File: config.mk
export PLATFORM = sky130hd
export DESIGN_NAME = tdc_measure_ctrl
export DESIGN_NICKNAME = d
export VERILOG_FILES = /design/src/rtl/tdc_measure_ctrl.sv
export SDC_FILE = /design/constraint.sdc
export NUM_CORES = 1
export LEC_CHECK = 0
export ABC_AREA = 1
export CAP_MARGIN = 15
export CORE_ASPECT_RATIO = 1.75
export CORE_UTILIZATION = 25
export DETAILED_ROUTE_END_ITERATION = 12
export GPL_TIMING_DRIVEN = 1
export SLEW_MARGIN = 20
export SYNTH_ARGS = -nofsm -noshare
export SYNTH_HDL_FRONTEND = slang
export SYNTH_SLANG_ARGS = --single-unit
export TNS_END_PERCENT = 30
File: constraint.sdc
create_clock -name clk -period 1.9 [get_ports clk]
set_clock_uncertainty 0.1 [all_clocks]
set_input_delay 0.38 -clock clk [delete_from_list [all_inputs] [get_ports clk]]
set_output_delay 0.38 -clock clk [all_outputs]
set_load 0.1 [all_outputs]
File: src/rtl/tdc_measure_ctrl.sv
`timescale 1ns/1ps
// tdc_measure_ctrl: measurement sequencer for the tapped-delay-line TDC.
// Fires the TDC start pulse and counts coarse cycles until a synchronized
// stop edge arrives. After a settle window it samples the fine code and
// returns a {coarse, fine} result, with timeout and abort handling.
//
// Result handshake: result_o/timeout_o are held stable while result_valid_o
// is high. A transfer happens on any clock edge where result_valid_o and
// result_ready_i are both high. result_valid_o never drops without a transfer
// except on reset.
module tdc_measure_ctrl #(
    parameter int NUM_TAPS       = 32,
    parameter int COARSE_W       = 16,
    parameter int TIMEOUT_CYCLES = 1000,
    parameter int SETTLE_CYCLES  = 2,
    localparam int FINE_W        = $clog2(NUM_TAPS)
) (
    input  logic                       clk,
    input  logic                       rst,
    input  logic                       arm_i,
    input  logic                       abort_i,
    input  logic                       stop_i,
    input  logic [FINE_W-1:0]          tdc_fine_i,
    output logic                       tdc_start_o,
    output logic                       busy_o,
    output logic [COARSE_W+FINE_W-1:0] result_o,
    output logic                       result_valid_o,
    input  logic                       result_ready_i,
    output logic                       timeout_o
);

    localparam int SETTLE_W = (SETTLE_CYCLES > 1) ? $clog2(SETTLE_CYCLES) : 1;
    localparam logic [COARSE_W-1:0] TIMEOUT_LAST = COARSE_W'(TIMEOUT_CYCLES - 1);
    localparam logic [SETTLE_W-1:0] SETTLE_LOAD  = SETTLE_W'(SETTLE_CYCLES - 1);

    typedef enum logic [2:0] {
        IDLE   = 3'd0,
        FIRE   = 3'd1,
        COUNT  = 3'd2,
        SETTLE = 3'd3,
        DONE   = 3'd4
    } state_t;

    state_t                      state_q, state_d;
    logic [COARSE_W-1:0]         coarse_q, coarse_d;
    logic [SETTLE_W-1:0]         settle_q, settle_d;
    logic [COARSE_W+FINE_W-1:0]  result_q, result_d;
    logic                        timeout_q, timeout_d;
    logic                        stop_meta_q, stop_meta_d;
    logic                        stop_sync_q, stop_sync_d;
    logic                        stop_prev_q, stop_prev_d;
    logic                        stop_edge;

    // Two-flop synchronizer plus one delay flop for rising-edge detection.
    always_comb begin
        stop_meta_d = stop_i;
        stop_sync_d = stop_meta_q;
        stop_prev_d = stop_sync_q;
        stop_edge   = stop_sync_q & ~stop_prev_q;
    end

    // State and datapath registers with synchronous reset.
    always_ff @(posedge clk) begin
        if (rst) begin
            state_q     <= IDLE;
            coarse_q    <= '0;
            settle_q    <= '0;
            result_q    <= '0;
            timeout_q   <= 1'b0;
            stop_meta_q <= 1'b0;
            stop_sync_q <= 1'b0;
            stop_prev_q <= 1'b0;
        end else begin
            state_q     <= state_d;
            coarse_q    <= coarse_d;
            settle_q    <= settle_d;
            result_q    <= result_d;
            timeout_q   <= timeout_d;
            stop_meta_q <= stop_meta_d;
            stop_sync_q <= stop_sync_d;
            stop_prev_q <= stop_prev_d;
        end
    end

    // Next-state, counters and result capture; abort only acts before DONE.
    always_comb begin
        state_d   = state_q;
        coarse_d  = coarse_q;
        settle_d  = settle_q;
        result_d  = result_q;
        timeout_d = timeout_q;
        unique case (state_q)
            IDLE: begin
                if (!abort_i && arm_i) state_d = FIRE;
            end
            FIRE: begin
                coarse_d = '0;
                state_d  = abort_i ? IDLE : COUNT;
            end
            COUNT: begin
                if (abort_i) begin
                    state_d = IDLE;
                end else if (stop_edge) begin
                    // Edge beats a same-cycle timeout: coarse freezes here.
                    settle_d = SETTLE_LOAD;
                    state_d  = SETTLE;
                end else if (coarse_q == TIMEOUT_LAST) begin
                    result_d  = {TIMEOUT_LAST, {FINE_W{1'b0}}};
                    timeout_d = 1'b1;
                    state_d   = DONE;
                end else begin
                    coarse_d = coarse_q + 1'b1;
                end
            end
            SETTLE: begin
                if (abort_i) begin
                    state_d = IDLE;
                end else if (settle_q == '0) begin
                    result_d  = {coarse_q, tdc_fine_i};
                    timeout_d = 1'b0;
                    state_d   = DONE;
                end else begin
                    settle_d = settle_q - 1'b1;
                end
            end
            DONE: begin
                if (result_ready_i) state_d = IDLE;
            end
            default: begin
                state_d = IDLE;
            end
        endcase
    end

    // Outputs decoded from the current state and result registers.
    always_comb begin
        tdc_start_o    = (state_q == FIRE);
        busy_o         = (state_q != IDLE);
        result_valid_o = (state_q == DONE);
        result_o       = result_q;
        timeout_o      = timeout_q;
    end

endmodule

# ---- Word level (Yosys, flattened, before mapping)
# Index checks and enable logic that the tools add are counted.
dict set report totals {
  wordCells 68
  out_inout_bits 25
  ff_bits 45
}
dict set report classes {
  reduce_logical 10
  n_eq_ne 16
  addsub 2
  muxes 30
  bitwise 2
}
# operator n
set op_table {}
lappend op_table {{2-to-1 mux 21 bit} 5}
lappend op_table {{2-to-1 mux 16 bit} 3}
lappend op_table {{case mux 21 bit (2 select lines)} 1}
lappend op_table {{case mux 16 bit (2 select lines)} 1}
lappend op_table {{2-to-1 mux 3 bit} 7}
lappend op_table {{adder 16 x 1 -> 16 bit (second input constant)} 1}
lappend op_table {{equality test 16 x 10 -> 1 bit (second input constant)} 1}
lappend op_table {{!= test 2 bit (second input constant)} 8}
lappend op_table {{case mux 3 bit (5 select lines)} 1}
lappend op_table {{AND reduction 4 bit} 3}
lappend op_table {{2-to-1 mux 1 bit} 9}
lappend op_table {{equality test 3 x 2 -> 1 bit (second input constant)} 2}
lappend op_table {{AND reduction 6 bit} 1}
lappend op_table {{!= test 4 bit (second input constant)} 1}
lappend op_table {{case mux 1 bit (2 select lines)} 2}
lappend op_table {{nonzero test 2 bit} 2}
lappend op_table {{equality test 3 x 1 -> 1 bit (second input constant)} 1}
lappend op_table {{equality test 3 bit (second input constant)} 1}
lappend op_table {{zero test 3 bit} 1}
lappend op_table {{!= test 3 bit (second input constant)} 1}
lappend op_table {{nonzero test 3 bit} 1}
lappend op_table {{2-to-1 mux 2 bit} 1}
lappend op_table {{!= test 2 x 1 -> 1 bit (second input constant)} 1}
lappend op_table {{AND 1 bit} 1}
lappend op_table {{4 further kinds} 4}

# ---- Longest topological paths before layout
dict set report depth {
  ltp_word 5
  ltp_mapped 12
  mapped_depth_nobuf 11
}

# ---- Worst setup path after synthesis
# No wires, ideal clock.
dict set report synth_path {
  kind {reg2reg}
  start {reg state_q[1]}
  end {reg state_q[0]}
  setup_time_ns 0.119
  n_path_buf 0
  path_stages_with_launch 5
  path_slack_ns -1.346
  arrival_ns 3.027
  cell_sequence {dfxtp_1 nor3_1 nand2_1 nand4_1 a21oi_1}
}
dict set report synth_via {
  elab_chain_cells 3
}
# element line_no
set synth_rtl {}
lappend synth_rtl {{start: declaration} 44} ;# state_t state_q, state_d;
lappend synth_rtl {{start signal: assignment} 74} ;# state_q <= state_d;
lappend synth_rtl {{equality test 3 bit *} -}
lappend synth_rtl {{net result_valid_o} 27} ;# output logic result_valid_o,
lappend synth_rtl {{!= test 2 x 1 -> 1 bit (no line)} -}
lappend synth_rtl {{AND reduction 4 bit (no line)} -}
# The timed path passes the listed nets; every way through them passes the cells marked *.
# A chain may end at the register's enable or synchronous reset.

# ---- Final worst setup path
dict set report layout_path {
  start {reg state_q[2]}
  end {out busy_o}
}
dict set report layout_via {
  elab_chain_cells 1
}
# element line_no
set layout_rtl {}
lappend layout_rtl {{nonzero test 3 bit} 138} ;# busy_o = (state_q != IDLE);
lappend layout_rtl {{end: declaration} 25} ;# output logic busy_o,
# Every way passes these cells.

==> qor.csv <==
stage,metric,value,unit
clock_tree,numCtsBuffers,5,
die,dieWidth,77.3,um
logic_synthesis,synth_nets,398,
sta,worst_pin_slew,0.236,ns
setup_path,crit_slowest_cell,dfxtp_1,
die,rows,47,
clock_tree,cts.path.max_buffers,2,
global_route,grtUsageTotal,13.8,%
power,sw_frac_of_total,31.3,%
sta,fmax,559,MHz
logic_synthesis,synthFlopType,dfxtp_1,
placed_design,dp_slack,-0.114,ns
finish,nFillCells,1020,
die,die-area,10300,um^2
global_route,grt_pass1_wl,11.1,mm
die,io_pins,36,
setup_path,crit_fanout,5,
setup_path,path_class,register to output port,
power,leakage,1.66,nW
route,post_drt_wl_per_cell,12.3,um
logic_synthesis,ys_types,26,
setup_path,path_cells,"inv_2, nand2_2, nor2_1, inv_1, buf_12",
clock_tree,postCtsSetupBuffers,0,
setup_path,rr_worst_depth,10,
sta,tns,0,ns
finish,antenna_cells,0,
power,peakVddDrop,0.393,mV
route,finalWirelength,7.01,mm
route,drc,0,
logic_synthesis,synthesis.area,2480,um^2
sta,maxSlewViolCount,0,
power,power_density,760,nW/um^2
route,drtAntennaViolNets,0,
sta,relSlewSlack,84.2,%
clock_tree,path_clk_slew,0.05,ns
die,die_h,134,um
logic_synthesis,synth-edff-count,0,
finish,multiInputGateArea,1310,um^2
placed_design,hpwlAfterDp,5.29,mm
finish,layout_common_cells,"112 x nand2_1, 65 x inv_1, 57 x nor2_1, 42 x dfxtp_1",
sta,rsz0062_at_grt,false,
global_route,grt_pass1_vias,2424,
clock_tree,insertion_delay,0.29,ns
clock_tree,cts_tree,yes,
finish,layout-drive-gt1-share,20.7,%
flow_run,drv_cap,0,
setup_path,cp-start-kind,register,
logic_synthesis,async_flop_share,0,%
sta,worst_slack,0.112,ns
placed_design,io_buffers,35,
finish,mostFrequentLayoutCell,nand2_1,
finish,layout.area.seq,905,um^2
global_route,grt_max_degree,32,
sta,setup_viol,0,
power,power_frac_seq,37.1,%
setup_path,arrival,1.31,ns
placed_design,gp_congestion,0.859,
logic_synthesis,ys.warnings.count,0,
power,p_switching,0.860,mW
setup_path,cp.required,1.42,ns
finish,finalNetCount,460,
sta,period_needed,1.79,ns
logic_synthesis,ys_seq_area_share,36.4,%
die,initial_utilization,26.0,%
logic_synthesis,netlist_instances,386,
route,dr_total_vias,2544,
route,via_per_inst,4.46,
setup_path,crit_path_end_kind,output port,
power,power.clock.fraction,36.8,%
global_route,overflow,0,
clock_tree,cts-root-buf,clkbuf_16,
clock_tree,cts_htree_levels,2,
power,internal_power,1.89,mW
route,drt_iter0_markers,163,
setup_path,slowest_delay,0.31,ns
clock_tree,clock-sinks,45,
logic_synthesis,avgSynthCellArea,6.42,um^2
logic_synthesis,ys_ff_latch,45,
min_path,holdPathStages,2,
sta,fin_crit_sh,94.1,%
die,core,9530,um^2
finish,syn_to_final_growth,45.9,%
route,drt_pass1_iterations,6,
global_route,antenna_found_initial,0,
min_path,min_path_type,register to register,
sta,finalHoldViolations,0,
status,status,finished clean,
power,combPwrFrac,26.1,%
[metrics by stage]
stage               std cells  power [mW]  hold WS (ns)  utilization [%]  cell area, um^2
floorplan                 386        1.48         0.288                -             2490
global placement          561        1.74         0.305             35.7             3400
detailed placement        561        1.75         0.306             35.7             3400
CTS                       569        2.76         0.316             37.5             3580
global route              571        2.86         0.329             37.9             3610
finish                    571        2.75         0.310             37.9             3610
[power by group through the flow]
| stage | clock, mW | combinational, mW | sequential, mW |
|---|---|---|---|
| floorplan | 0 | 0.278 | 1.20 |
| global placement | 0 | 0.700 | 1.04 |
| detailed placement | 0 | 0.708 | 1.04 |
| CTS | 1.03 | 0.710 | 1.02 |
| global route | 1.07 | 0.762 | 1.02 |
| finish | 1.01 | 0.718 | 1.02 |
[Yosys cell counts (2+ instances only)]
library cell | number | share of area (%)
xor2_1 | 2 | 0.71
a21oi_1 | 14 | 2.8
clkbuf_1 | 5 | 0.76
buf_6 | 2 | 0.91
a21oi_2 | 8 | 2.8
o21ai_0 | 8 | 1.6
inv_1 | 66 | 10
nor2_8 | 3 | 2.4
dfxtp_1 | 45 | 36
nand4_1 | 13 | 3.3
nand3_1 | 22 | 4.4
nand2_2 | 5 | 1.3
inv_2 | 2 | 0.30
nand2_1 | 113 | 17
nand3_2 | 2 | 0.81
nor3_1 | 2 | 0.40
nor2_1 | 58 | 8.8
o21ai_1 | 8 | 1.6
[path summary, 6_finish.rpt]
| check | to | slack [ns] | startpoint |
|---|---|---|---|
| setup / recovery | busy_o | 0.11 | state_q[2] |
| hold / removal | stop_prev_d | 0.31 | stop_meta_q |
| setup reg to reg | result_o[10] | 0.17 | coarse_q[1] |
| hold reg to reg | stop_prev_d | 0.31 | stop_meta_q |
[sequential cells by signal (all words and copies together) (netlist names)]
name and cells:
result_o 21, coarse_q 16, state_q 3, settle_q 1
stop_meta_q 1, stop_prev_d 1, stop_prev_q 1, timeout_o 1
[timing repair]
action / 4_1_cts / 5_1_grt
gates resized for setup: 2 / 6
endpoints found under the setup margin: 2 / 17
hold buffers: 0 / 0
gates cloned: 0 / 2
pin swaps: 0 / 3
[cell type report]
cell class	count	share of cell area [%]
multi-input cells	266	36.3
clock inverters	1	0.831
inverters	68	7.06
repair buffers	62	22.6
well taps	122	4.22
clock buffers	7	3.95
flip-flops and latches	45	25.0
[critical path, delay by kind of cell (launching register included)]
| family | cells | cell delay, ns |
|---|---|---|
| buf+inv | 3 | 0.40 |
| flops | 1 | 0.31 |
| simple gates | 2 | 0.30 |
[per-layer routing]
metal	wire, um	GRT usage [%]
met3	195	1.64
met1	2590	13.6
met2	3970	26.9
met5	0	0
met4	251	8.07
[cell families (layout without fill, tap and decap cells)]
logic type / after synthesis / in the layout / synth area share [%]
flops: 45 / 45 / 36.4
buf+inv: 77 / 138 / 12.5
xor+xnor: 2 / 2 / 0.707
simple gates: 222 / 224 / 40.8
compound gates: 39 / 39 / 9.19
fa+ha+maj: 1 / 1 / 0.505
No activity file was read; power rests on OpenSTA's default activity.
==> RTL edit 1: new RTL, same settings <==
The 5 states of `state_t` get a Gray code encoding in 3 bits.
--- a/src/rtl/tdc_measure_ctrl.sv
+++ b/src/rtl/tdc_measure_ctrl.sv
@@ -34,11 +34,11 @@
     localparam logic [SETTLE_W-1:0] SETTLE_LOAD  = SETTLE_W'(SETTLE_CYCLES - 1);
 
     typedef enum logic [2:0] {
-        IDLE   = 3'd0,
-        FIRE   = 3'd1,
-        COUNT  = 3'd2,
-        SETTLE = 3'd3,
-        DONE   = 3'd4
+        IDLE   = 3'b000,
+        FIRE   = 3'b001,
+        COUNT  = 3'b011,
+        SETTLE = 3'b010,
+        DONE   = 3'b110
     } state_t;
 
     state_t                      state_q, state_d;
Function: no difference found for any inputs over 10 cycles, from zero or initial values and one cycle with rst high; not proved beyond that.
==> RTL edit 1 against the unedited design <==
Final area is 1.2% higher; routed wire length decreased by 4.9%; critical endpoint is now result_valid_o; sequential cell count unchanged; synthesized cell count rose by 11%; synthesized area grew 3.8%; count of clock-buffer cells in the layout decreased by 2; worst setup slack got worse by 0.00084 ns.
Power is not compared: it rests on default switching activity, and its combinational part moved more than twofold at a synthesized area within 25%.
==> RTL edit 1: results (changes against the unedited design) <==
status finished clean; Worst Tran Pin Value 0.415 ns (+0.180 ns); largest stage delay on the critical path 0.47 ns (+0.16 ns); register area share after synthesis 35.0% (-1.3 points); r2r endpoint result_o[11]; placed cell area 3450 um2 (+1.5%); Hold WS 0.310 ns (-0.0000330 ns); reg2reg start state_q[0]; Synthesized Nets 442 (+11%); antenna cells 0 (unchanged); gr usage total 13.7% (-0.091 points); top cells by count, synth 131 x nand2_1, 78 x nor2_1, 71 x inv_1; final net count 487 (+5.9%); Worst Reg-to-Reg Cells 8 (-2); Yosys cell types 25 (-3.8%); port buffer count 35 (unchanged); largest net degree at the start of global routing 26 (-19%); Post-Route WL 6660 um (-4.9%); GPL Wtd Cong 0.897 (+4.5%); first-pass GRT wire length 11700 um (+5.1%); Synth area leaders dfxtp_1 35%, nand2_1 19%, nor2_1 11%; R2R Setup Slk 0.19 ns (+0.02 ns); via/cell ratio 4.42 (-0.88%); number of global-route vias before repair 2570 (+6.0%); latest clock arrival within the worst-skew pair 0.29 ns (about the same); DR iter-0 viols 138 (-15%); root buf cell clkbuf_16; global routing met1 resource utilization 13.9% (+0.38 points); # fillers 1041 (+2.1%); DR pass1 iterations 4 (-2); M3 GR Usage 1.74% (+0.10 points); met2 usage in global routing 26.7% (-0.23 points); layout cells sized above 1 14.7% (-6.0 points); dpl hpwl 5220 um (-1.5%)
RTL edit 1: cell types whose count changed after synthesis, moves of 7 or more:
cell     delta
nor2_1     +20
nand2_1    +18
nand4_1    +14
a21oi_2     -8
o21ai_1     -8
buf_2       +7
RTL edit 1: critical path, delay by kind of cell (launching register included):
kind / cells / cell delay, ns
flops: 1 / 0.47
buf+inv: 2 / 0.33
simple gates: 1 / 0.21
RTL edit 1: cell type report:
| class | instances | area share (%) |
|---|---|---|
| tap | 125 | 4.27 |
| sequential | 45 | 24.7 |
| multi-input combinational | 292 | 36.1 |
| inverter | 75 | 7.69 |
| clock inverter | 3 | 1.78 |
| timing repair buffer | 56 | 22.1 |
| clock buffer | 5 | 3.42 |
RTL edit 1: worst max-delay path by stage:
stage,to,startpoint,slack [ns],cells after the start
after floorplan,state_q[0],state_q[1],-0.06,7
after global placement,coarse_q[11],abort_i,-0.12,10
after detailed placement,coarse_q[11],abort_i,-0.12,10
after CTS,result_valid_o,state_q[2],0.11,3
after global routing,result_o[8],state_q[0],0.01,9
final,result_valid_o,state_q[2],0.11,3
RTL edit 1: kinds of logic (layout without fill, tap and decap cells):
| kind of cell | after synthesis | in the layout | synth area share (%) |
|---|---|---|---|
| buffers and inverters | 93 | 139 | 14.5 |
| AO/OA/AOI/OAI | 22 | 22 | 5.20 |
| flip-flops | 45 | 45 | 35.0 |
| XOR/XNOR | 4 | 4 | 1.36 |
| AND/OR/NAND/NOR | 265 | 265 | 43.4 |
| adder cells (fa/ha/maj) | 1 | 1 | 0.486 |
RTL edit 1: timing repair:
action,4_1_cts,5_1_grt
gates resized for setup,0,6
setup endpoints to repair,0,24
hold buffers,0,0
RTL edit 1: power groups by stage:
stage	logic, mW	registers [mW]	clock network, mW
finish	1.80	1.13	1.12
global placement	1.80	1.16	0
global route	1.92	1.15	1.19
CTS	1.81	1.14	1.16
detailed placement	1.81	1.16	0
floorplan	0.635	1.66	0
RTL edit 1: through the flow:
stage               setup slack [ns]  power (mW)  util (%)  cells
detailed placement            -0.119        2.96      34.9    593
global route                  0.0131        4.26      36.9    601
global placement              -0.116        2.95      34.9    593
floorplan                    -0.0632        2.29         -    430
CTS                            0.111        4.10      36.8    601
finish                         0.112        4.06      36.9    601
RTL edit 1: metal layers:
metal,share of wire [%],vias to the layer above
met3,2.5,14
met4,2.8,0
li1,-,1407
met2,57,47
met1,38,1186
met5,0,-
==> RTL edit 2: new RTL, same settings <==
Made on the original files. The parameter `SETTLE_CYCLES` goes from 2 to 4.
--- a/src/rtl/tdc_measure_ctrl.sv
+++ b/src/rtl/tdc_measure_ctrl.sv
@@ -12,7 +12,7 @@
     parameter int NUM_TAPS       = 32,
     parameter int COARSE_W       = 16,
     parameter int TIMEOUT_CYCLES = 1000,
-    parameter int SETTLE_CYCLES  = 2,
+    parameter int SETTLE_CYCLES  = 4,
     localparam int FINE_W        = $clog2(NUM_TAPS)
 ) (
     input  logic                       clk,
Behaviour: not the same (a bounded check fails within 10 cycles, from zero or initial values and one cycle with rst high).
==> RTL edit 2 against the unedited design <==
Maximum frequency down 0.38%; synthesized area down 6.8%; die area down 6.6%; synthesized cell count down 11%; sequential cell count up 1; routed wire length down 16%; final area down 9.0%; total power down 11%; sequential power about the same; worst setup slack worse by 0.0068 ns; via count down 14%.
==> RTL edit 2: results (changes against the unedited design) <==
status finished clean; GPL Wtd Cong 0.830 (-3.3%); H-tree Lvls 2 (unchanged); Synth area leaders dfxtp_1 40%, nand2_1 16%, nor2_1 9.6%; sw frac 30.7% (-0.60 points); DR iter-0 viols 85 (-48%); first-pass GRT wire length 10000 um (-9.7%); R2R Setup Slk 0.13 ns (-0.04 ns); Hold WS 0.315 ns (+0.00464 ns); clock transition at the registers of the reported paths 0.06 ns; dpl hpwl 4580 um (-14%); placed cell area 3140 um2 (-7.8%); reg2reg start coarse_q[0]; Peak VDD IR 0.333 mV (-15%); Post-Route WL 5920 um (-16%); crit path DAT 1.31 ns (about the same); Synthesized Nets 356 (-11%); DR pass1 iterations 4 (-2); final net count 405 (-12%); syn avg cell area 6.73 um2 (+4.9%); port buffer count 35 (unchanged); Pleak 1.41 nW (-15%); Worst Reg-to-Reg Cells 11 (+1); number of global-route vias before repair 2189 (-9.7%); root buf cell clkbuf_16; top cells by count, synth 99 x nand2_1, 59 x nor2_1, 50 x inv_1; max reg flops 21 (unchanged); Slew headroom 79.1% (-5.1 points); initial antenna violation count 0 (unchanged); # setup viols final 0 (unchanged); Yosys cell types 31 (+19%); hold endpoint stop_prev_d; Non-Filler Instances 511 (-11%); layout cells sized above 1 20.2% (-0.51 points); hold depth 2 (unchanged); register area share after synthesis 39.9% (+3.5 points); # fillers 968 (-5.1%); via/cell ratio 4.28 (-3.9%); r2r endpoint result_o[3]; gr usage total 13.7% (-0.14 points); largest net degree at the start of global routing 23 (-28%); Hold/Removal Path Class reg2reg; share of async-settable or async-resettable flops after synthesis 0% (unchanged); antenna cells 0 (unchanged); CP max FO 4 (-1)
-- RTL edit 2: cell count changes after synthesis, moves of 4 or more --
cell	change
nand4_1	-9
inv_1	-16
o21ai_1	-8
nand2_1	-14
clkbuf_1	-4
-- RTL edit 2: logic make-up (layout without fill, tap and decap cells) --
| group | count (synthesis) | count (layout) | synth area share, % |
|---|---|---|---|
| and+or+nand+nor | 197 | 197 | 37.3 |
| buffers and inverters | 63 | 111 | 11.3 |
| adders and majority gates | 2 | 2 | 1.08 |
| AOI/OAI and AO/OA | 32 | 32 | 9.32 |
| xor gates and xnor gates | 3 | 3 | 1.14 |
| DFF | 46 | 46 | 39.9 |
-- RTL edit 2: final cells by class --
class | count | area [um2] | area share, %
timing repair buffer | 51 | 721 | 21.9
inverter | 54 | 204 | 6.20
tap | 120 | 150 | 4.56
sequential | 46 | 927 | 28.2
multi-input combinational | 234 | 1150 | 34.9
clock buffer | 6 | 139 | 4.22
-- RTL edit 2: metrics by stage --
stage	setup slack, ns	setup TNS [ns]
finish	0.106	0
global route	0.00258	0
CTS	0.0659	0
detailed placement	-0.0513	-0.495
global placement	-0.0350	-0.230
floorplan	0.00448	0
-- RTL edit 2: what timing repair did --
item | 4_1_cts | 5_1_grt
setup endpoints to repair | 1 | 24
gates resized for setup | 2 | 3
gates cloned | 0 | 0
-- RTL edit 2: worst max-delay path by stage --
| stage | start | endpoint | slack, ns | cells after the start |
|---|---|---|---|---|
| detailed placement | abort_i | coarse_q[5] | -0.05 | 8 |
| floorplan | state_q[2] | state_q[0] | 0.004 | 7 |
| global placement | abort_i | coarse_q[15] | -0.03 | 8 |
| finish | state_q[1] | tdc_start_o | 0.11 | 4 |
| global route | coarse_q[0] | result_o[18] | 0.003 | 11 |
| CTS | coarse_q[1] | result_o[3] | 0.07 | 11 |
-- RTL edit 2: critical path: stages (launching register included) --
cell and delay (ns):
dfxtp_1 0.36, inv_2 0.13, nand3_2 0.19, inv_1 0.15, buf_12 0.18
-- RTL edit 2: power by group through the flow --
stage / Sequential, mW / Combinational, mW / Clock [mW]
after global placement: 1.04 / 0.567 / 0
after detailed placement: 1.04 / 0.571 / 0
after floorplan: 1.09 / 0.299 / 0
after CTS: 1.02 / 0.574 / 0.887
final: 1.02 / 0.570 / 0.856
after global routing: 1.02 / 0.609 / 0.917
-- RTL edit 2: layer usage --
metal	global-route usage, %	vias to the layer above	share of wire (%)	wire length [um]
li1	-	1144	-	-
met5	0	-	0	0
met3	1.94	11	1.7	99
met1	12.8	1012	36	2120
met2	26.5	21	58	3420
met4	8.44	0	4.6	274
